### src/rtl/preset_keypad_entry.sv
// Four-key BCD setpoint entry (0000-9999) with per-digit editing, cursor blink,
// auto-repeat on UP/DOWN and a registered binary preset with change strobe.
module preset_keypad_entry #(
  parameter int unsigned CLK_HZ          = 50000000,
  parameter int unsigned REPEAT_DELAY_MS = 500,
  parameter int unsigned REPEAT_RATE_MS  = 100,
  parameter int unsigned BLINK_HALF_MS   = 250,
  parameter int unsigned DEFAULT_VALUE   = 1234
) (
  input  logic        clk,
  input  logic        reset,
  input  logic        edit_en,
  input  logic [3:0]  keys,
  output logic [13:0] preset,
  output logic [15:0] bcd,
  output logic [1:0]  cursor,
  output logic [3:0]  blank_mask,
  output logic        preset_stb
);

  localparam int unsigned DELAY_CYC = CLK_HZ / 1000 * REPEAT_DELAY_MS;
  localparam int unsigned RATE_CYC  = CLK_HZ / 1000 * REPEAT_RATE_MS;
  localparam int unsigned BLINK_CYC = CLK_HZ / 1000 * BLINK_HALF_MS;
  localparam int unsigned MAX_AB    = (DELAY_CYC > RATE_CYC) ? DELAY_CYC : RATE_CYC;
  localparam int unsigned MAX_CYC   = (MAX_AB > BLINK_CYC) ? MAX_AB : BLINK_CYC;
  localparam int unsigned CW        = $clog2(MAX_CYC + 1);

  localparam logic [CW-1:0] DELAY_C    = CW'(DELAY_CYC);
  localparam logic [CW-1:0] RATE_C     = CW'(RATE_CYC);
  localparam logic [CW-1:0] BLINK_LAST = CW'(BLINK_CYC - 1);
  localparam logic [CW-1:0] CNT_ONE    = CW'(1);

  localparam logic [3:0]  DEF_D0 = 4'(DEFAULT_VALUE % 10);
  localparam logic [3:0]  DEF_D1 = 4'((DEFAULT_VALUE / 10) % 10);
  localparam logic [3:0]  DEF_D2 = 4'((DEFAULT_VALUE / 100) % 10);
  localparam logic [3:0]  DEF_D3 = 4'((DEFAULT_VALUE / 1000) % 10);
  localparam logic [13:0] DEF_BIN = 14'(DEFAULT_VALUE);

  typedef enum logic [2:0] {IDLE, HOLD, REPEAT, WAIT_REL, LOCK} state_t;

  state_t             state_q, state_n;
  logic [CW-1:0]      rep_cnt_q, rep_cnt_n;
  logic [3:0]         keys_prev;
  logic               armed;
  logic               do_act;
  logic [3:0][3:0]    dig;
  logic [1:0]         cur_q;
  logic [13:0]        preset_q, preset_n;
  logic               stb_q;
  logic [CW-1:0]      blink_cnt;
  logic               phase;
  logic               edit_en_q;
  logic [13:0]        e3, e2, e1, e0;

  // Key history and the release-seen flag; a key held through reset must be
  // released once before any press is honoured.
  always_ff @(posedge clk or negedge reset) begin
    if (!reset) begin
      keys_prev <= '0;
      armed     <= 1'b0;
      edit_en_q <= 1'b0;
    end else begin
      keys_prev <= keys;
      edit_en_q <= edit_en;
      if (keys == '0) armed <= 1'b1;
    end
  end

  // FSM state and repeat counter registers.
  always_ff @(posedge clk or negedge reset) begin
    if (!reset) begin
      state_q   <= IDLE;
      rep_cnt_q <= '0;
    end else begin
      state_q   <= state_n;
      rep_cnt_q <= rep_cnt_n;
    end
  end

  // Next-state, repeat countdown and action qualification.
  always_comb begin
    state_n   = state_q;
    rep_cnt_n = rep_cnt_q;
    do_act    = 1'b0;
    if (!edit_en) begin
      state_n   = (keys != '0) ? LOCK : IDLE;
      rep_cnt_n = '0;
    end else begin
      case (state_q)
        IDLE: begin
          if (keys != '0) begin
            if ($onehot(keys) && ((keys & keys_prev) == '0) && armed) begin
              do_act = 1'b1;
              if (keys[0] || keys[1]) begin
                state_n   = HOLD;
                rep_cnt_n = DELAY_C;
              end else begin
                state_n = WAIT_REL;
              end
            end else begin
              state_n = LOCK;
            end
          end
        end
        HOLD, REPEAT: begin
          if (keys == '0) begin
            state_n   = IDLE;
            rep_cnt_n = '0;
          end else if (keys != keys_prev) begin
            state_n   = LOCK;
            rep_cnt_n = '0;
          end else if (rep_cnt_q <= CNT_ONE) begin
            do_act    = 1'b1;
            state_n   = REPEAT;
            rep_cnt_n = RATE_C;
          end else begin
            rep_cnt_n = rep_cnt_q - CNT_ONE;
          end
        end
        WAIT_REL: begin
          if (keys == '0)             state_n = IDLE;
          else if (keys != keys_prev) state_n = LOCK;
        end
        LOCK: begin
          if (keys == '0) state_n = IDLE;
        end
        default: state_n = IDLE;
      endcase
    end
  end

  // Digit and cursor update; the active key selects the action, no carry.
  always_ff @(posedge clk or negedge reset) begin
    if (!reset) begin
      dig   <= {DEF_D3, DEF_D2, DEF_D1, DEF_D0};
      cur_q <= '0;
    end else if (do_act) begin
      if (keys[0])
        dig[cur_q] <= (dig[cur_q] == 4'd9) ? 4'd0 : dig[cur_q] + 4'd1;
      else if (keys[1])
        dig[cur_q] <= (dig[cur_q] == 4'd0) ? 4'd9 : dig[cur_q] - 4'd1;
      else if (keys[2])
        cur_q <= cur_q + 2'd1;
      else if (keys[3])
        cur_q <= cur_q - 2'd1;
    end
  end

  // BCD to binary with constant shift-add: 1000=512+256+128+64+32+8, 100=64+32+4, 10=8+2.
  always_comb begin
    e3 = {10'd0, dig[3]};
    e2 = {10'd0, dig[2]};
    e1 = {10'd0, dig[1]};
    e0 = {10'd0, dig[0]};
    preset_n = (e3 << 9) + (e3 << 8) + (e3 << 7) + (e3 << 6) + (e3 << 5) + (e3 << 3)
             + (e2 << 6) + (e2 << 5) + (e2 << 2)
             + (e1 << 3) + (e1 << 1)
             + e0;
  end

  // Registered preset one cycle behind the digits, strobe when it changes.
  always_ff @(posedge clk or negedge reset) begin
    if (!reset) begin
      preset_q <= DEF_BIN;
      stb_q    <= 1'b0;
    end else begin
      preset_q <= preset_n;
      stb_q    <= (preset_n != preset_q);
    end
  end

  // Cursor blink phase; restarts on edit entry and on every action.
  always_ff @(posedge clk or negedge reset) begin
    if (!reset) begin
      blink_cnt <= '0;
      phase     <= 1'b0;
    end else if (!edit_en || !edit_en_q || do_act) begin
      blink_cnt <= '0;
      phase     <= 1'b0;
    end else if (blink_cnt == BLINK_LAST) begin
      blink_cnt <= '0;
      phase     <= ~phase;
    end else begin
      blink_cnt <= blink_cnt + CNT_ONE;
    end
  end

  assign preset     = preset_q;
  assign bcd        = dig;
  assign cursor     = cur_q;
  assign preset_stb = stb_q;
  assign blank_mask = phase ? (4'b0001 << cur_q) : 4'b0000;

endmodule

### config.mk
export PLATFORM = sky130hd
export DESIGN_NAME = preset_keypad_entry
export DESIGN_NICKNAME = d
export VERILOG_FILES = /design/src/rtl/preset_keypad_entry.sv
export SDC_FILE = /design/constraint.sdc
export NUM_CORES = 1
export LEC_CHECK = 0
export ABC_CLOCK_PERIOD_IN_PS = 4200
export BUFFER_PORTS_ARGS = -buffer_cell sky130_fd_sc_hd__buf_2
export CAP_MARGIN = 25
export CORE_ASPECT_RATIO = 1.2
export CORE_MARGIN = 10
export CORE_UTILIZATION = 56
export DETAILED_ROUTE_END_ITERATION = 8
export PLACE_DENSITY = 0.89
export SLEW_MARGIN = 15
export SYNTH_ARGS = -nofsm -noshare
export SYNTH_HDL_FRONTEND = slang
export SYNTH_SLANG_ARGS = --single-unit
### constraint.sdc
create_clock -name clk -period 4.2 [get_ports clk]
set_clock_uncertainty 0.05 [all_clocks]
set_input_delay 0 -clock clk [delete_from_list [all_inputs] [get_ports clk]]
set_output_delay 0 -clock clk [all_outputs]
set_load 0.02 [all_outputs]
======== After elaboration in Yosys (flattened, before gate mapping) ========
Index checks and enable logic that the tools add are counted.
storage, ports and cells
  bits in registers ....................... 93
  input bits .............................. 7
  output and inout port bits .............. 37
  logic and storage cells ................. 123
operators by class
  add/subtract/negate cells ............... 20
  order comparisons ....................... 3
  equality and inequality tests ........... 16
  shift operators ......................... 1
  mux-type cells .......................... 44
  bitwise logic cells ..................... 4
  reduce and logical (&&, ||, !) cells .... 21
operators by type and width
  operator                                                                  number
  25-bit two-way mux                                                        9
  25-bit case mux with 2 select lines                                       1
  16-bit bitwise mux                                                        2
  16-bit two-way mux                                                        2
  3-bit two-way mux                                                         10
  14-bit by 10-bit adder with 14-bit output                                 2
  14-bit by 7-bit adder with 14-bit output                                  2
  14-bit by 9-bit adder with 14-bit output                                  2
  25-bit by 1-bit adder with 25-bit output (second input constant)          1
  25-bit by 24-bit equality test with 1-bit output (second input constant)  1
  25-bit by 1-bit <= comparator with 1-bit output (second input constant)   1
  25-bit by 1-bit subtractor with 25-bit output (second input constant)     1
  4-bit two-way mux                                                         5
  13-bit by 12-bit adder with 14-bit output                                 1
  14-bit by 11-bit adder with 14-bit output                                 1
  14-bit by 4-bit adder with 14-bit output                                  1
  14-bit by 5-bit adder with 14-bit output                                  1
  14-bit by 6-bit adder with 14-bit output                                  1
  14-bit inequality test                                                    1
  4-bit logical NOT                                                         3
  3-bit inequality test (second input constant)                             4
  3-bit case mux with 4 select lines                                        1
  4-bit AND reduction                                                       3
  4-bit binary-select mux with 2-bit select                                 1
  31 further kinds                                                          52

======== Logic depth before layout (Yosys ltp) ========
  depth after elaboration ................. 12
  depth in mapped cells ................... 15
  gate-level depth less buffers ........... 14

======== Worst setup path after synthesis ========
OpenSTA, ideal clock, no wires.
  path type ............................... reg-to-reg
  start point ............................. reg dig, in the netlist bcd[13]
  end point ............................... reg stb_q, in the netlist preset_stb
  library setup time ...................... 134 ps
  arrival time ............................ 3868 ps
  required time ........................... 4016 ps
  slack ................................... 148 ps
  cell stages (with the launch flop) ...... 14
  path buffers ............................ 0
  period minus slack after synthesis ...... 4052 ps
  cell sequence ........................... dfrtp_1 -> inv_1 -> fa_1 -> inv_1 -> fa_1 -> inv_1 -> fa_1 -> inv_1 -> ha_1 -> a21o_1 -> or4b_2 -> o211ai_1 -> xor2_1 -> nand4b_1
on the way
  longest elaborated chain between the ends .. 12
ends and longest elaborated chain
  element                                      line  text
  start: declaration                           46    logic [3:0][3:0] dig;
  start signal: assignment                     135   dig <= {DEF_D3, DEF_D2, DEF_D1, DEF_D0};
  start signal: indexed assignment             139   dig[cur_q] <= (dig[cur_q] == 4'd9) ? 4'd0 : dig[cur_q] + 4'd1;
  start signal: indexed assignment             141   dig[cur_q] <= (dig[cur_q] == 4'd0) ? 4'd9 : dig[cur_q] - 4'd1;
  13-bit by 12-bit adder with 14-bit output    155   preset_n = (e3 << 9) + (e3 << 8) + (e3 << 7) + (e3 << 6) + (e3 << 5) + (e3 << 3)
  14-bit by 11-bit adder with 14-bit output    155
  14-bit by 10-bit adder with 14-bit output    155
  14-bit by 9-bit adder with 14-bit output     155
  14-bit by 7-bit adder with 14-bit output *   155
  14-bit by 10-bit adder with 14-bit output *  156   + (e2 << 6) + (e2 << 5) + (e2 << 2)
  14-bit by 9-bit adder with 14-bit output *   156
  14-bit by 6-bit adder with 14-bit output *   156
  14-bit by 7-bit adder with 14-bit output *   157   + (e1 << 3) + (e1 << 1)
  14-bit by 5-bit adder with 14-bit output *   157
  14-bit by 4-bit adder with 14-bit output *   158   + e0;
  via preset_n[12]                             48    logic [13:0] preset_q, preset_n;
  14-bit inequality test *                     168   stb_q <= (preset_n != preset_q);
  end signal: assignment                       168
  end: declaration                             49    logic stb_q;
Mark *: on every way through the listed nets, which the timed path passes. The rest lies on a longest branch.
A chain may end at the register's enable or synchronous reset.

======== Final worst setup path ========
  start point ............................. reg dig, in the netlist bcd[12]
  end point ............................... reg stb_q, in the netlist preset_stb
on the way
  longest elaborated chain between the ends .. 12
ends and longest elaborated chain
  element                                      line
  13-bit by 12-bit adder with 14-bit output    155
  14-bit by 11-bit adder with 14-bit output    155
  14-bit by 10-bit adder with 14-bit output    155
  14-bit by 9-bit adder with 14-bit output     155
  14-bit by 7-bit adder with 14-bit output *   155
  14-bit by 10-bit adder with 14-bit output *  156
  14-bit by 9-bit adder with 14-bit output *   156
  14-bit by 6-bit adder with 14-bit output *   156
  14-bit by 7-bit adder with 14-bit output *   157
  14-bit by 5-bit adder with 14-bit output *   157
  14-bit by 4-bit adder with 14-bit output *   158
  14-bit inequality test *                     168
Every way passes the cells marked *; elsewhere a longest branch is shown, timed or not.

==> flow_metrics.env <==
export IMPL_outcome="finished, final reports clean"
export IMPL_vias=5106
export IMPL_setup_viol=0
export IMPL_max_clock_path_buffers=2
export IMPL_layoutNonFillerInstCount=833
export IMPL_grt_usage_pct=19.5
export IMPL_fp_coreArea_um2=11000
export IMPL_fin_crit_ns=4.17
export IMPL_slew_headroom_pct=51.1
export IMPL_seq_power_share_pct=49.1
export IMPL_start_util_pct=57.2
export IMPL_cts_root_buf="clkbuf_16"
export IMPL_critical_path_cell_chain="clkinvlp_4 -> buf_4 -> fa_1 -> inv_1 -> fa_1 -> fa_1 -> ha_1 -> o211ai_1 -> a21oi_2 -> nor2_1 -> xnor3_1 -> nor3_1 -> nand4b_1"
export IMPL_dieArea_um2=15900
export IMPL_fmax_mhz=240
export IMPL_async_flop_share_pct=100
export IMPL_power_density_nw_per_um2=268
export IMPL_power_switching_uw=511
export IMPL_synth_cells=642
export IMPL_swShare_pct=27.0
export IMPL_die_h_um=136
export IMPL_multiInputGateArea_um2=3680
export IMPL_crit_path_max_incr_delay_ns=0.56
export IMPL_clk_latency_ns=0.36
export IMPL_io_pins=44
export IMPL_fp_dieW_um=117
export IMPL_drt_iter0_drc=385
export IMPL_p_clk_share_pct=40.2
export IMPL_drc=0
export IMPL_synth_area_per_cell_um2=9.78
export IMPL_final_area_um2=7070
export IMPL_finalWorstSetupSlack_ns=0.0320
export IMPL_detailedPlace_worstSlack_ns=0.114
export IMPL_regArea_um2=2340
export IMPL_synth_seq_area_share_pct=37.3
export IMPL_clkTransAtPathRegs_ns=0.07
export IMPL_worst_pin_slew_ns=0.727
export IMPL_syn_area_um2=6280
export IMPL_maxCapViolations=0
export IMPL_antenna_found_initial=0
export IMPL_vias_per_cell=6.13
export IMPL_cts_htree_levels=3
export IMPL_synth_seq_cells=93
export IMPL_wirelength_um=15300
export IMPL_final_common_cell="dfrtp_1"
export IMPL_crit_top_cell="fa_1"
export IMPL_port_buffers=43
export IMPL_numCtsBuffers=9
export IMPL_first_pass_iters=7
export IMPL_p_leak_uw=0.00342
export IMPL_hold_violations=0
export IMPL_drive_gt1_share_pct=17.1
export IMPL_cp_max_fo=5
export IMPL_worstHoldPathType="input pin to async pin"
export IMPL_grt_pass1_wl_um=24900
export IMPL_grt_overflow_total=0
export IMPL_gp_routability_congestion=0.924
export IMPL_synth_nets=710
export IMPL_crit_path_end_kind="register"
export IMPL_fillers=805
export IMPL_maxSlewViolCount=0
export IMPL_rows=42
export IMPL_p_comb_share_pct=10.8
export IMPL_synth_top_area_cell="dfrtp_1"
export IMPL_synth_cell_types=69
export IMPL_clock_sinks=93
export IMPL_nNetsFinal=764
export IMPL_grt_pass1_vias=5341
export IMPL_diodes=0
export IMPL_wire_per_inst_um=18.3
export IMPL_cpMaxStageDelayCell="dfstp_2"
export IMPL_synth_top_area_share_pct=33.1
export IMPL_cts_tree="yes"
export IMPL_ys_warn_count=0
export IMPL_hpwl_um=11000
export IMPL_placedCellCount=807
export IMPL_critPathLaunchType="register"
export IMPL_ir_drop_v=0.000185
export IMPL_detail_route_antenna_nets=0
export IMPL_fin_crit_sh_pct=99.2
export IMPL_synth_ff_type="dfrtp_1"
export IMPL_grt_max_degree=50
export IMPL_synth_area_leaders="dfrtp_1, fa_1, ha_1"
export IMPL_syn_to_final_growth_pct=12.6
export IMPL_crit_arrival_ns=4.35
export IMPL_placed_cell_area_um2=6650
export IMPL_required_ns=4.38
export IMPL_worstSetupPathType="register to register"
export IMPL_final_cell_mix="dfrtp_1, inv_1, nor2_1"
export IMPL_power_internal_uw=1380
export IMPL_synth_edf_count=0
[power by group through the flow]
stage	clock network [uW]	logic (uW)	registers, uW
detailed placement	0	198	946
floorplan	0	119	952
global placement	0	189	944
global route	804	226	931
CTS	768	203	929
finish	760	204	929
[critical path: cells and delay by family, from the launching register on]
| family | cells | cell delay, ns |
|---|---|---|
| XOR/XNOR | 1 | 0.28 |
| AO/OA/AOI/OAI | 2 | 0.36 |
| adder cells (fa/ha/maj) | 4 | 1.82 |
| buffers and inverters | 3 | 0.38 |
| AND/OR/NAND/NOR | 3 | 0.58 |
| flip-flops | 1 | 0.56 |
[worst paths after layout]
kind / slack, ns / cells past startpoint / endpoint / startpoint
min in group clk: 0.26 / 2 / keys_prev[1] / keys[1]
max in group asynchronous: 2.92 / 3 / blink_cnt[6] / reset
max: 0.03 / 13 / preset_stb / bcd[12]
max reg2reg: 0.03 / 13 / preset_stb / bcd[12]
min: 0.14 / 2 / preset_stb / reset
min reg2reg: 0.41 / 1 / armed / armed
[cell type report]
class / instances / area share [%]
clock buffer: 10 / 3.24
clock inverter: 6 / 0.567
inverter: 63 / 3.40
multi-input combinational: 467 / 52.1
sequential: 93 / 33.1
tap: 132 / 2.34
timing repair buffer: 62 / 5.28
[logic make-up (layout without fill, tap and decap cells)]
family,Yosys count,in the layout,synth area share (%)
and+or+nand+nor,215,215,17.7
AOI/OAI and AO/OA,121,121,12.6
DFF,93,93,37.3
buffers and inverters,82,141,5.02
adders and majority gates,61,61,15.3
xor gates and xnor gates,49,49,7.75
muxes,21,21,4.46
[registers in the layout, indices dropped and copies added (netlist names)]
| name | count |
|---|---|
| keys_prev | 4 |
| phase | 1 |
| blink_cnt | 25 |
| preset | 14 |
| state_q | 3 |
| cursor | 2 |
| edit_en_q | 1 |
| armed | 1 |
| rep_cnt_q | 25 |
| bcd | 16 |
| preset_stb | 1 |
[layer usage]
metal	track usage (%)	part of all wire, %	vias up	routed length (um)
met4	8.80	2.6	0	399
met3	3.44	6.0	36	910
met2	34.3	52	213	8000
met5	0	0	-	0
met1	22.5	39	2508	5960
li1	-	-	2349	-
[cells in the mapped netlist, types with 12 or more instances]
cell type / instances
clkbuf_1: 14
nand3_1: 21
dfrtp_1: 83
nor2_1: 59
xor2_1: 24
a21oi_1: 29
o21ai_0: 39
ha_1: 35
inv_1: 63
mux2_2: 12
xnor2_1: 21
nand2_1: 43
fa_1: 26
nor3_1: 21
[metrics by stage]
step	total power [uW]	setup TNS (ns)	hold WS (ns)	util, %
2_1_floorplan	1070	0	-0.346	-
3_3_place_gp	1130	0	-0.0214	60.5
3_5_place_dp	1140	0	-0.00931	60.5
4_1_cts	1900	0	0.157	63.5
5_1_grt	1960	-0.0704	0.214	64.3
6_report	1890	0	0.143	64.3
[repair_timing]
item | in CTS | in global routing
endpoints found under the hold margin | 51 | 0
buffers inserted | 0 | 3
endpoints found under the setup margin | 0 | 1
hold buffers | 6 | 0
gates resized for setup | 0 | 10
(Power assumes the default switching activity.)
